**config.mk**
```make
export PLATFORM = sky130hd
export DESIGN_NAME = arbitro_prioridade_display
export DESIGN_NICKNAME = d
export VERILOG_FILES = /design/src/rtl/arbitro_prioridade_display.sv
export SDC_FILE = /design/constraint.sdc
export NUM_CORES = 1
export LEC_CHECK = 0
export BUFFER_PORTS_ARGS = -buffer_cell sky130_fd_sc_hd__buf_4
export CAP_MARGIN = 25
export CORE_UTILIZATION = 45
export CTS_CLUSTER_SIZE = 14
export DETAILED_ROUTE_END_ITERATION = 16
export PLACE_DENSITY = 0.8
export SETUP_SLACK_MARGIN = 0.05
export SYNTH_ARGS = -nofsm -noshare
export SYNTH_HDL_FRONTEND = slang
export SYNTH_SLANG_ARGS = --single-unit
```
**constraint.sdc**
```tcl
create_clock -name clk -period 2.6 [get_ports clk]
set_clock_uncertainty 0.05 [all_clocks]
set_input_delay 0.52 -clock clk [delete_from_list [all_inputs] [get_ports clk]]
set_output_delay 0.52 -clock clk [all_outputs]
set_load 0.02 [all_outputs]
```
**src/rtl/arbitro_prioridade_display.sv**
```systemverilog
// arbitro_prioridade_display
//
// Registered arbitration core for the two-operator control panel. It does three things:
//   - ranks the two operator user codes;
//   - compares the two permission-filtered function codes;
//   - drives the output-select, the autopilot flag and the losing user's code.
// The losing code is also decoded onto one active-low 7-segment digit.
// All outputs come from a single register stage (1-clock latency).
//
// Build option:
//   AUTOPILOT_EN  defined   -> code 111 ranks 3 (autopilot), autopilot_o is live
//                 undefined -> code 111 ranks 0 (invalid), autopilot_o is tied 0
//
// Ports:
//   clk          system clock, rising-edge
//   rst          synchronous active-high reset
//   user0_i/1_i  3-bit user codes for operator 0 / 1
//   func0_i/1_i  3-bit permission-filtered function codes (000 = neutral)
//   disp_en_i    1 = show the loser digit, 0 = blank display
//   sel_o        00 none, 01 operator 0, 10 operator 1, 11 both
//   eq_o         function codes are equal
//   autopilot_o  both users are autopilot
//   loser_o      lower-priority user code
//   seg_o        active-low segments {dp,g,f,e,d,c,b,a}

module arbitro_prioridade_display (
    input  logic       clk,
    input  logic       rst,
    input  logic [2:0] user0_i,
    input  logic [2:0] user1_i,
    input  logic [2:0] func0_i,
    input  logic [2:0] func1_i,
    input  logic       disp_en_i,
    output logic [1:0] sel_o,
    output logic       eq_o,
    output logic       autopilot_o,
    output logic [2:0] loser_o,
    output logic [7:0] seg_o
);

    typedef struct packed {
        logic [1:0] sel;
        logic       eq;
        logic       autopilot;
        logic [2:0] loser;
        logic [7:0] seg;
    } arb_out_t;

    localparam arb_out_t RESET_VAL = '{sel: 2'b00, eq: 1'b0, autopilot: 1'b0,
                                       loser: 3'b000, seg: 8'hFF};

    function automatic logic [1:0] rank(input logic [2:0] code);
        unique case (code)
`ifdef AUTOPILOT_EN
            3'b111:                 rank = 2'd3;
`else
            3'b111:                 rank = 2'd0;
`endif
            3'b101:                 rank = 2'd2;
            3'b001, 3'b011, 3'b110: rank = 2'd1;
            default:                rank = 2'd0;
        endcase
    endfunction

    function automatic logic [7:0] seg_decode(input logic [2:0] digit);
        unique case (digit)
            3'd0: seg_decode = 8'hC0;
            3'd1: seg_decode = 8'hF9;
            3'd2: seg_decode = 8'hA4;
            3'd3: seg_decode = 8'hB0;
            3'd4: seg_decode = 8'h99;
            3'd5: seg_decode = 8'h92;
            3'd6: seg_decode = 8'h82;
            default: seg_decode = 8'hF8;
        endcase
    endfunction

    logic [1:0] rank0, rank1;
    logic [1:0] prio;
    arb_out_t   nxt, q;

    always_comb begin
        rank0 = rank(user0_i);
        rank1 = rank(user1_i);

        // Both-autopilot reports 11. Both-invalid reports 00.
        // Otherwise the higher rank wins, and operator 0 takes ties.
        // Rank 3 can only be equal at 3, so prio 11 never appears without AUTOPILOT_EN.
        if (rank0 == 2'd3 && rank1 == 2'd3)
            prio = 2'b11;
        else if (rank0 == 2'd0 && rank1 == 2'd0)
            prio = 2'b00;
        else if (rank1 > rank0)
            prio = 2'b10;
        else
            prio = 2'b01;

        nxt           = RESET_VAL;
        nxt.eq        = (func0_i == func1_i);
        // Differing functions run on both sides; decoders blank invalid users.
        nxt.sel       = nxt.eq ? prio : 2'b11;
        nxt.autopilot = (prio == 2'b11);

        unique case (prio)
            2'b01:   nxt.loser = user1_i;
            2'b10:   nxt.loser = user0_i;
            2'b11:   nxt.loser = user1_i;
            default: nxt.loser = 3'b000;
        endcase

        nxt.seg = disp_en_i ? seg_decode(nxt.loser) : 8'hFF;
    end

    always_ff @(posedge clk) begin
        if (rst)
            q <= RESET_VAL;
        else
            q <= nxt;
    end

    assign sel_o       = q.sel;
    assign eq_o        = q.eq;
    assign autopilot_o = q.autopilot;
    assign loser_o     = q.loser;
    assign seg_o       = q.seg;

endmodule

```
==> results.sh, run 1 <==
export IMPL_grt_overflow=0
export IMPL_synth_area_leaders="dfxtp_1, xnor2_1, mux2i_4, o31ai_1, ha_1"
export IMPL_drt_pass1_iter_count=3
export IMPL_holdBufCountCts=0
export IMPL_crit_chain="buf_4, and3b_1, ha_1, nor2b_4, o21ai_4, mux2i_4, xnor2_1, o31ai_1"
export IMPL_yosysMostFrequentCell="dfxtp_1"
export IMPL_setup_viol=0
export IMPL_avgSynthCellArea_um2=10.1
export IMPL_critPathRequiredTime_ps=2730
export IMPL_dieArea_um2=1730
export IMPL_totalWireLength_mm=1.30
export IMPL_post_dp_hpwl_um=957
export IMPL_ys_types=30
export IMPL_p_leak_nw=0.437
export IMPL_startpoint_type="input pin"
export IMPL_finalWeightedCongestion=0.790
export IMPL_timing_worst_setup_path_type="in -> reg"
export IMPL_p_per_area_nw_per_um2=594
export IMPL_min_period_ps=2240
export IMPL_fp_dieW_um=41.6
export IMPL_syn_area_um2=706
export IMPL_cts_resized=0
export IMPL_drc=0
export IMPL_critPathMaxStageDelay_ps=450
export IMPL_seq_power_share_pct=41.2
export IMPL_worstPathMaxFanout=10
export IMPL_finalHoldViolations=0
export IMPL_yosys_warnings=0
export IMPL_cts_root_buffer="clkbuf_4"
export IMPL_hold_class="in -> reg"
export IMPL_path_delay_family="compound AO/OA/AOI/OAI gates"
export IMPL_clock_fmax_ghz=0.447
export IMPL_cp_depth=8
export IMPL_whs_path_depth=2
export IMPL_hold_path_end="sel_o[1]$_SDFF_PP0_"
export IMPL_min_from="rst"
export IMPL_drtAntennaViolNets=0
export IMPL_slew_viol_final=0
export IMPL_drive_gt1_share_pct=40.6
export IMPL_vias=601
export IMPL_cts_tree="yes"
export IMPL_post_drt_wl_per_cell_um=11.2
export IMPL_fin_util_pct=69.9
export IMPL_path_buf_inv=1
export IMPL_clockPowerShare_pct=25.7
export IMPL_endpoint_kind="flip-flop"
export IMPL_status="finished clean"
export IMPL_area_growth_pct=36.9
export IMPL_dr_first_iter_drc_count=11
export IMPL_fp_row_count=13
export IMPL_cp_slowest_cell="mux2i_4"
export IMPL_track_usage_pct=15.8
export IMPL_antenna_cells=0
export IMPL_die_h_um=41.6
export IMPL_synth_seq_area_share_pct=39.7
export IMPL_stdcell_area_um2=966
export IMPL_synthTopCellsByCount="dfxtp_1, xnor2_1, nand2_1, nor2_1, o31ai_1"
export IMPL_synthFlopType="dfxtp_1"
export IMPL_vdd_ir_drop_worst_v=0.000277
export IMPL_clock_path_buffers=2
export IMPL_drv_cap=0
export IMPL_grt_pass1_wl_mm=2.11
export IMPL_grt_max_degree=11
export IMPL_share_comb_of_total_power_pct=33.1
export IMPL_htree_levels=1
export IMPL_post_dp_cell_area_um2=930
export IMPL_rsz0062_at_grt="no"
export IMPL_nets=119
export IMPL_synthDominantAreaCellType="dfxtp_1"
export IMPL_p_switching_uw=166
export IMPL_synthCells=70
export IMPL_via_per_inst=5.18
export IMPL_grt_pass1_vias=507
export IMPL_start_util_pct=51.0
export IMPL_period_share_pct=86.0
export IMPL_post_cts_setup_buffers=0
export IMPL_io_buffers=28
export IMPL_core_area_um2=1380
export IMPL_ios=30
export IMPL_cts_sinks=14
export IMPL_synth_edf_count=0
export IMPL_cts_buffers=3
export IMPL_yosys_area_top_type_share_pct=39.7
export IMPL_p_int_uw=407
export IMPL_path_clk_slew_ps=70
export IMPL_synthArstFlopShare_pct=0
export IMPL_setup_tns_ps=0
export IMPL_whs_ps=403
export IMPL_cp_arrival_ps=2360
export IMPL_p_sw_share_pct=29.0
export IMPL_antenna_found_initial=0
export IMPL_synth_seq_cells=14
export IMPL_syn_nets=87
[per-stage QoR]
| stage | power (mW) | setup slack (ps) | cells |
|---|---|---|---|
| after CTS | 0.577 | 360 | 116 |
| final | 0.573 | 364 | 116 |
| after global routing | 0.601 | 255 | 116 |
| after floorplan | 0.364 | 313 | 70 |
| after global placement | 0.425 | 126 | 112 |
| after detailed placement | 0.429 | 85.6 | 112 |
[worst max path at each step]
stage / start / slack, ps / to
after global routing: user0_i[1] / 260 / seg_o[4]$_SDFF_PP1_
final: user1_i[2] / 360 / seg_o[1]$_SDFF_PP1_
after detailed placement: user1_i[2] / 90 / seg_o[5]$_SDFF_PP1_
after CTS: user1_i[2] / 360 / seg_o[5]$_SDFF_PP1_
after floorplan: user0_i[1] / 310 / seg_o[5]$_SDFF_PP1_
after global placement: user1_i[2] / 130 / seg_o[5]$_SDFF_PP1_
[layer usage]
layer	wire (um)	up-vias	GRT usage (%)
met3	65	2	3.04
met1	579	266	18.2
met5	0	-	0
met4	12	0	7.74
met2	646	23	27.5
li1	-	310	-
[layout make-up]
type	count	area, um2
Inverter	1	3.75
Fill cell	112	417
Timing Repair Buffer	29	218
Tap cell	15	18.8
Sequential cell	14	280
Multi-Input combinational cell	53	409
Clock buffer	4	36.3
[registers in the layout (all words and copies together) (netlist names)]
| name | flops |
|---|---|
| autopilot_o | 1 |
| eq_o | 1 |
| loser_o | 3 |
| seg_o | 7 |
| sel_o | 2 |
[cell usage in the layout, fill, tap and decap left out]
cell type  netlist  final
nor2b_1          1      1
o21ai_0          2      2
o22a_1           1      1
nor2_1           5      5
clkbuf_8         0      1
o21ai_2          1      1
mux2i_1          2      2
maj3_2           1      1
dfxtp_1         14     14
a41oi_1          1      1
and3b_1          1      1
conb_1           2      2
o22ai_1          1      1
nand3_1          1      1
mux2_2           2      2
inv_1            1      1
o31ai_1          4      4
a21oi_1          3      3
nor2b_4          1      1
mux2i_4          2      2
ha_1             2      2
a211oi_1         1      1
clkbuf_4         0      3
nand3b_1         1      1
o21ai_4          1      1
nor3_1           3      3
buf_4            1     29
xnor2_1          6      6
a21boi_0         1      1
nand2_1          5      5
and3_1           2      2
[logic make-up (layout without fill, tap and decap cells)]
logic type      Yosys count  after routing  synth area share (%)
compound gates           16             16                  16.8
xor+xnor                  6              6                  7.45
fa+ha+maj                 3              3                  5.14
buf+inv                   3             34                  2.30
flops                    14             14                  39.7
mux                       6              6                  12.4
other cells               2              2                  1.06
simple gates             20             20                  15.1
[power by group through the flow]
stage	Clock [mW]	Sequential, mW	Combinational (mW)
after floorplan	0	0.265	0.0995
after global placement	0	0.241	0.184
after detailed placement	0	0.241	0.188
after CTS	0.150	0.237	0.190
after global routing	0.160	0.238	0.203
final	0.147	0.236	0.190
Note: power is estimated with default switching activity, not from simulation.
==> run 2: changes to the inputs <==
--- a/config.mk
+++ b/config.mk
@@ -7,6 +7,7 @@
 export LEC_CHECK = 0
 export BUFFER_PORTS_ARGS = -buffer_cell sky130_fd_sc_hd__buf_4
 export CAP_MARGIN = 25
+export CORE_MARGIN = 5
 export CORE_UTILIZATION = 45
 export CTS_CLUSTER_SIZE = 14
 export DETAILED_ROUTE_END_ITERATION = 16
==> run 2 against run 1 <==
Compared with the run above: final cell count increased by 0.86%; worst setup slack improved by 5.5 ps; largest cell class unchanged; sequential power about the same; die area increased by 42%; highest routed layer unchanged; critical path type unchanged; critical path depth unchanged.
==> results.sh, run 2 (synthesized netlist as in run 1, its figures left out) <==
export IMPL_status="finished clean"
export IMPL_largest_reg_flops=7
export IMPL_cp_arrival_ps=2310
export IMPL_grt_overflow=0
export IMPL_grt_pass1_wl_mm=2.23
export IMPL_antenna_found_initial=0
export IMPL_post_drt_wl_per_cell_um=11.7
export IMPL_seq_power_share_pct=41.4
export IMPL_stdcell_area_um2=967
export IMPL_path_buf_inv=1
export IMPL_setup_tns_ps=0
export IMPL_hold_class="in -> reg"
export IMPL_nets=119
export IMPL_drt_pass1_iter_count=4
export IMPL_drc=0
export IMPL_final_cell_mix="buf_4, dfxtp_1, xnor2_1"
export IMPL_setup_viol=0
export IMPL_ios=30
export IMPL_dr_first_iter_drc_count=7
export IMPL_path_clk_slew_ps=80
export IMPL_grt_max_degree=11
export IMPL_start_util_pct=47.4
export IMPL_vias=588
export IMPL_worstPathMaxFanout=9
export IMPL_fin_cells=117
export IMPL_final_common_cell="buf_4"
export IMPL_period_share_pct=85.8
export IMPL_place_inst=113
export IMPL_timing_worst_setup_path_type="in -> reg"
export IMPL_grt_pass1_vias=564
export IMPL_cts_buffers=3
export IMPL_post_dp_hpwl_mm=1.12
export IMPL_finalWorstSetupSlack_ps=369
export IMPL_post_dp_cell_area_um2=931
export IMPL_p_per_area_nw_per_um2=590
export IMPL_finalWeightedCongestion=0.722
export IMPL_cts_sinks=14
export IMPL_vdd_ir_drop_worst_v=0.000204
export IMPL_core_area_um2=1490
export IMPL_clock_fmax_ghz=0.448
export IMPL_crit_chain="buf_4, and3b_1, ha_1, nor2b_4, o21ai_4, mux2i_4, a21boi_0, o21ai_0"
export IMPL_cts_resized=0
export IMPL_whs_ps=403
export IMPL_place_ws_ps=94.5
export IMPL_via_per_inst=5.03
export IMPL_slew_viol_final=0
export IMPL_critPathMaxStageDelay_ps=440
export IMPL_drv_cap=0
export IMPL_cp_slowest_cell="mux2i_4"
export IMPL_rsz0062_at_grt="no"
export IMPL_area_growth_pct=37.1
export IMPL_totalWireLength_mm=1.37
export IMPL_min_period_ps=2230
export IMPL_p_leak_nw=0.437
export IMPL_cp_depth=8
export IMPL_finalHoldViolations=0
export IMPL_p_int_uw=407
export IMPL_holdBufCountCts=0
export IMPL_clock_path_buffers=2
export IMPL_fp_row_count=14
export IMPL_post_cts_setup_buffers=0
export IMPL_clockPowerShare_pct=25.6
export IMPL_htree_levels=1
export IMPL_critPathRequiredTime_ps=2680
export IMPL_fp_dieW_um=49.6
export IMPL_whs_path_depth=2
export IMPL_drive_gt1_share_pct=40.6
export IMPL_share_comb_of_total_power_pct=33.1
export IMPL_track_usage_pct=11.2
export IMPL_cts_root_buffer="clkbuf_4"
export IMPL_startpoint_type="input pin"
export IMPL_antenna_cells=0
export IMPL_p_sw_share_pct=28.8
export IMPL_drtAntennaViolNets=0
export IMPL_p_switching_uw=164
export IMPL_path_delay_family="compound AO/OA/AOI/OAI gates"
export IMPL_die_h_um=49.6
export IMPL_cts_tree="yes"
export IMPL_endpoint_kind="flip-flop"
export IMPL_io_buffers=28
export IMPL_dieArea_um2=2460
## run 2: cell counts in the layout (fill, tap and decap cells not counted)
No cell type changed its count.
## run 2: layer usage
layer | vias to the layer above | global-route usage [%] | share of wire [%]
met4 | 0 | 7.86 | 1.5
met2 | 20 | 19.5 | 50
met3 | 2 | 2.11 | 6.8
met1 | 256 | 11.8 | 41
li1 | 310 | - | -
met5 | - | 0 | 0
## run 2: final timing paths
| path | from | end | slack, ps |
|---|---|---|---|
| setup / recovery | user1_i[2] | seg_o[4]$_SDFF_PP1_ | 370 |
| hold / removal | rst | sel_o[1]$_SDFF_PP0_ | 400 |
## run 2: area by class of cell
type / count / area (um2)
inverter: 1 / 3.75
fill: 136 / 522
sequential: 14 / 280
timing repair buffer: 29 / 218
clock buffer: 4 / 36.3
tap: 16 / 20.0
multi-input combinational: 53 / 409
## run 2: power by group through the flow
stage               Clock (mW)  Sequential (mW)  Combinational, mW
finish                   0.146            0.236              0.189
global placement             0            0.241              0.185
global route             0.159            0.238              0.204
floorplan                    0            0.265             0.0995
CTS                      0.152            0.236              0.190
detailed placement           0            0.241              0.189
## run 2: per-stage QoR
stage	util, %	total power, mW
6_report	65.0	0.571
5_1_grt	65.0	0.601
4_1_cts	65.0	0.578
3_5_place_dp	62.5	0.430
3_3_place_gp	62.5	0.426
2_1_floorplan	-	0.364
==> run 3: changes to the inputs <==
--- a/config.mk
+++ b/config.mk
@@ -5,14 +5,16 @@
 export SDC_FILE = /design/constraint.sdc
 export NUM_CORES = 1
 export LEC_CHECK = 0
+export ABC_CLOCK_PERIOD_IN_PS = 2700
 export BUFFER_PORTS_ARGS = -buffer_cell sky130_fd_sc_hd__buf_4
 export CAP_MARGIN = 25
 export CORE_MARGIN = 5
-export CORE_UTILIZATION = 45
+export CORE_UTILIZATION = 48
 export CTS_CLUSTER_SIZE = 14
 export DETAILED_ROUTE_END_ITERATION = 16
-export PLACE_DENSITY = 0.8
+export PLACE_DENSITY = 0.84
 export SETUP_SLACK_MARGIN = 0.05
+export SLEW_MARGIN = 20
 export SYNTH_ARGS = -nofsm -noshare
 export SYNTH_HDL_FRONTEND = slang
 export SYNTH_SLANG_ARGS = --single-unit
==> constraint.sdc (replaced) <==
create_clock -name clk -period 2.7 [get_ports clk]
set_clock_uncertainty 0.05 [all_clocks]
set_input_delay 0.54 -clock clk [delete_from_list [all_inputs] [get_ports clk]]
set_output_delay 0.54 -clock clk [all_outputs]
set_load 0.02 [all_outputs]
==> run 3 against run 2 <==
Compared with the run above: worst hold slack improved by 19 ps; critical path depth stayed put; global-route usage up 0.93 points; combinational power is 5% lower.
==> results.sh, run 3 (synthesized netlist as in run 1, its figures left out) <==
export IMPL_status="finished clean"
export IMPL_period_share_pct=85.3
export IMPL_setup_viol=0
export IMPL_cts_root_buffer="clkbuf_4"
export IMPL_drt_pass1_iter_count=4
export IMPL_drc=0
export IMPL_cts_sinks=14
export IMPL_startpoint_type="input pin"
export IMPL_grt_overflow=0
export IMPL_vias=590
export IMPL_whs_path_depth=2
export IMPL_critPathRequiredTime_ps=2780
export IMPL_timing_worst_setup_path_type="in -> reg"
export IMPL_dieArea_um2=2340
export IMPL_drv_cap=0
export IMPL_grt_max_degree=11
export IMPL_path_clk_slew_ps=80
export IMPL_area_growth_pct=35.8
export IMPL_grt_pass1_vias=559
export IMPL_cts_resized=0
export IMPL_htree_levels=1
export IMPL_totalWireLength_mm=1.37
export IMPL_ios=30
export IMPL_dr_first_iter_drc_count=5
export IMPL_cts_buffers=3
export IMPL_die_h_um=48.3
export IMPL_finalHoldViolations=0
export IMPL_clock_fmax_ghz=0.434
export IMPL_drive_gt1_share_pct=40.0
export IMPL_rsz0062_at_grt="no"
export IMPL_p_leak_nw=0.432
export IMPL_antenna_found_initial=0
export IMPL_largest_reg_flops=7
export IMPL_hold_path_end="sel_o[1]$_SDFF_PP0_"
export IMPL_nets=118
export IMPL_final_cell_mix="buf_4, dfxtp_1, xnor2_1"
export IMPL_fp_row_count=13
export IMPL_min_from="rst"
export IMPL_cts_tree="yes"
export IMPL_fillers=105
export IMPL_holdBufCountCts=0
export IMPL_antenna_cells=0
export IMPL_drtAntennaViolNets=0
export IMPL_min_period_ps=2300
export IMPL_start_util_pct=52.3
export IMPL_finalWeightedCongestion=0.720
export IMPL_clock_path_buffers=2
export IMPL_whs_ps=422
export IMPL_setup_tns_ps=0
export IMPL_worstPathMaxFanout=9
export IMPL_via_per_inst=5.13
export IMPL_p_per_area_nw_per_um2=574
export IMPL_post_cts_setup_buffers=0
export IMPL_fp_dieW_um=48.3
export IMPL_post_drt_wl_per_cell_um=11.9
export IMPL_slew_viol_final=0
export IMPL_io_buffers=28
export IMPL_post_dp_hpwl_mm=1.09
export IMPL_core_area_um2=1350
export IMPL_grt_pass1_wl_mm=2.31
export IMPL_hold_class="in -> reg"
export IMPL_track_usage_pct=12.1
export IMPL_final_common_cell="buf_4"
export IMPL_cp_arrival_ps=2390
export IMPL_endpoint_kind="flip-flop"
export IMPL_vdd_ir_drop_worst_v=0.000217
run 3: area by class of cell:
| cell class | instances | area, um2 | area share (%) |
|---|---|---|---|
| multi-input combinational | 53 | 409 | 42.7 |
| sequential | 14 | 280 | 29.2 |
| timing repair buffer | 28 | 210 | 21.9 |
| clock buffer | 4 | 36.3 | 3.79 |
| tap | 15 | 18.8 | 1.96 |
| inverter | 1 | 3.75 | 0.392 |
run 3: worst max-delay path, stage by stage:
cell and delay (ps):
buf_4 130, nand3b_1 160, ha_1 320, nor2b_4 140, o21ai_4 280, mux2i_4 430
a21boi_0 260, o21ai_0 120
run 3: how the worst max path moves through the flow:
stage                from  cells past startpoint                   to
2_1_floorplan  user0_i[1]                      7  seg_o[5]$_SDFF_PP1_
3_3_place_gp   user0_i[1]                      8  seg_o[5]$_SDFF_PP1_
3_5_place_dp   user0_i[1]                      8  seg_o[5]$_SDFF_PP1_
4_1_cts        user0_i[1]                      8  seg_o[4]$_SDFF_PP1_
5_1_grt        user0_i[1]                      8  seg_o[4]$_SDFF_PP1_
6_report       user0_i[1]                      8  seg_o[4]$_SDFF_PP1_
run 3: power breakdown:
part	internal (mW)	switching [mW]	total [mW]
Sequential	0.223	0.00377	0.227
Clock	0.0819	0.0620	0.144
Combinational	0.0839	0.0955	0.179
run 3: metrics by stage:
stage	instances	cell area, um2	util [%]	power, mW	setup WS [ps]
after global placement	111	922	68.3	0.407	210
after CTS	115	958	71.0	0.553	391
final	115	958	71.0	0.551	396
after floorplan	70	706	-	0.351	393
after global routing	115	958	71.0	0.579	270
after detailed placement	111	922	68.3	0.412	152
run 3: per-layer routing:
layer	vias up	GRT usage (%)	wire length, um
met3	4	2.14	85
met2	19	21.3	664
li1	307	-	-
met5	-	0	0
met1	260	12.8	579
met4	0	8.29	39
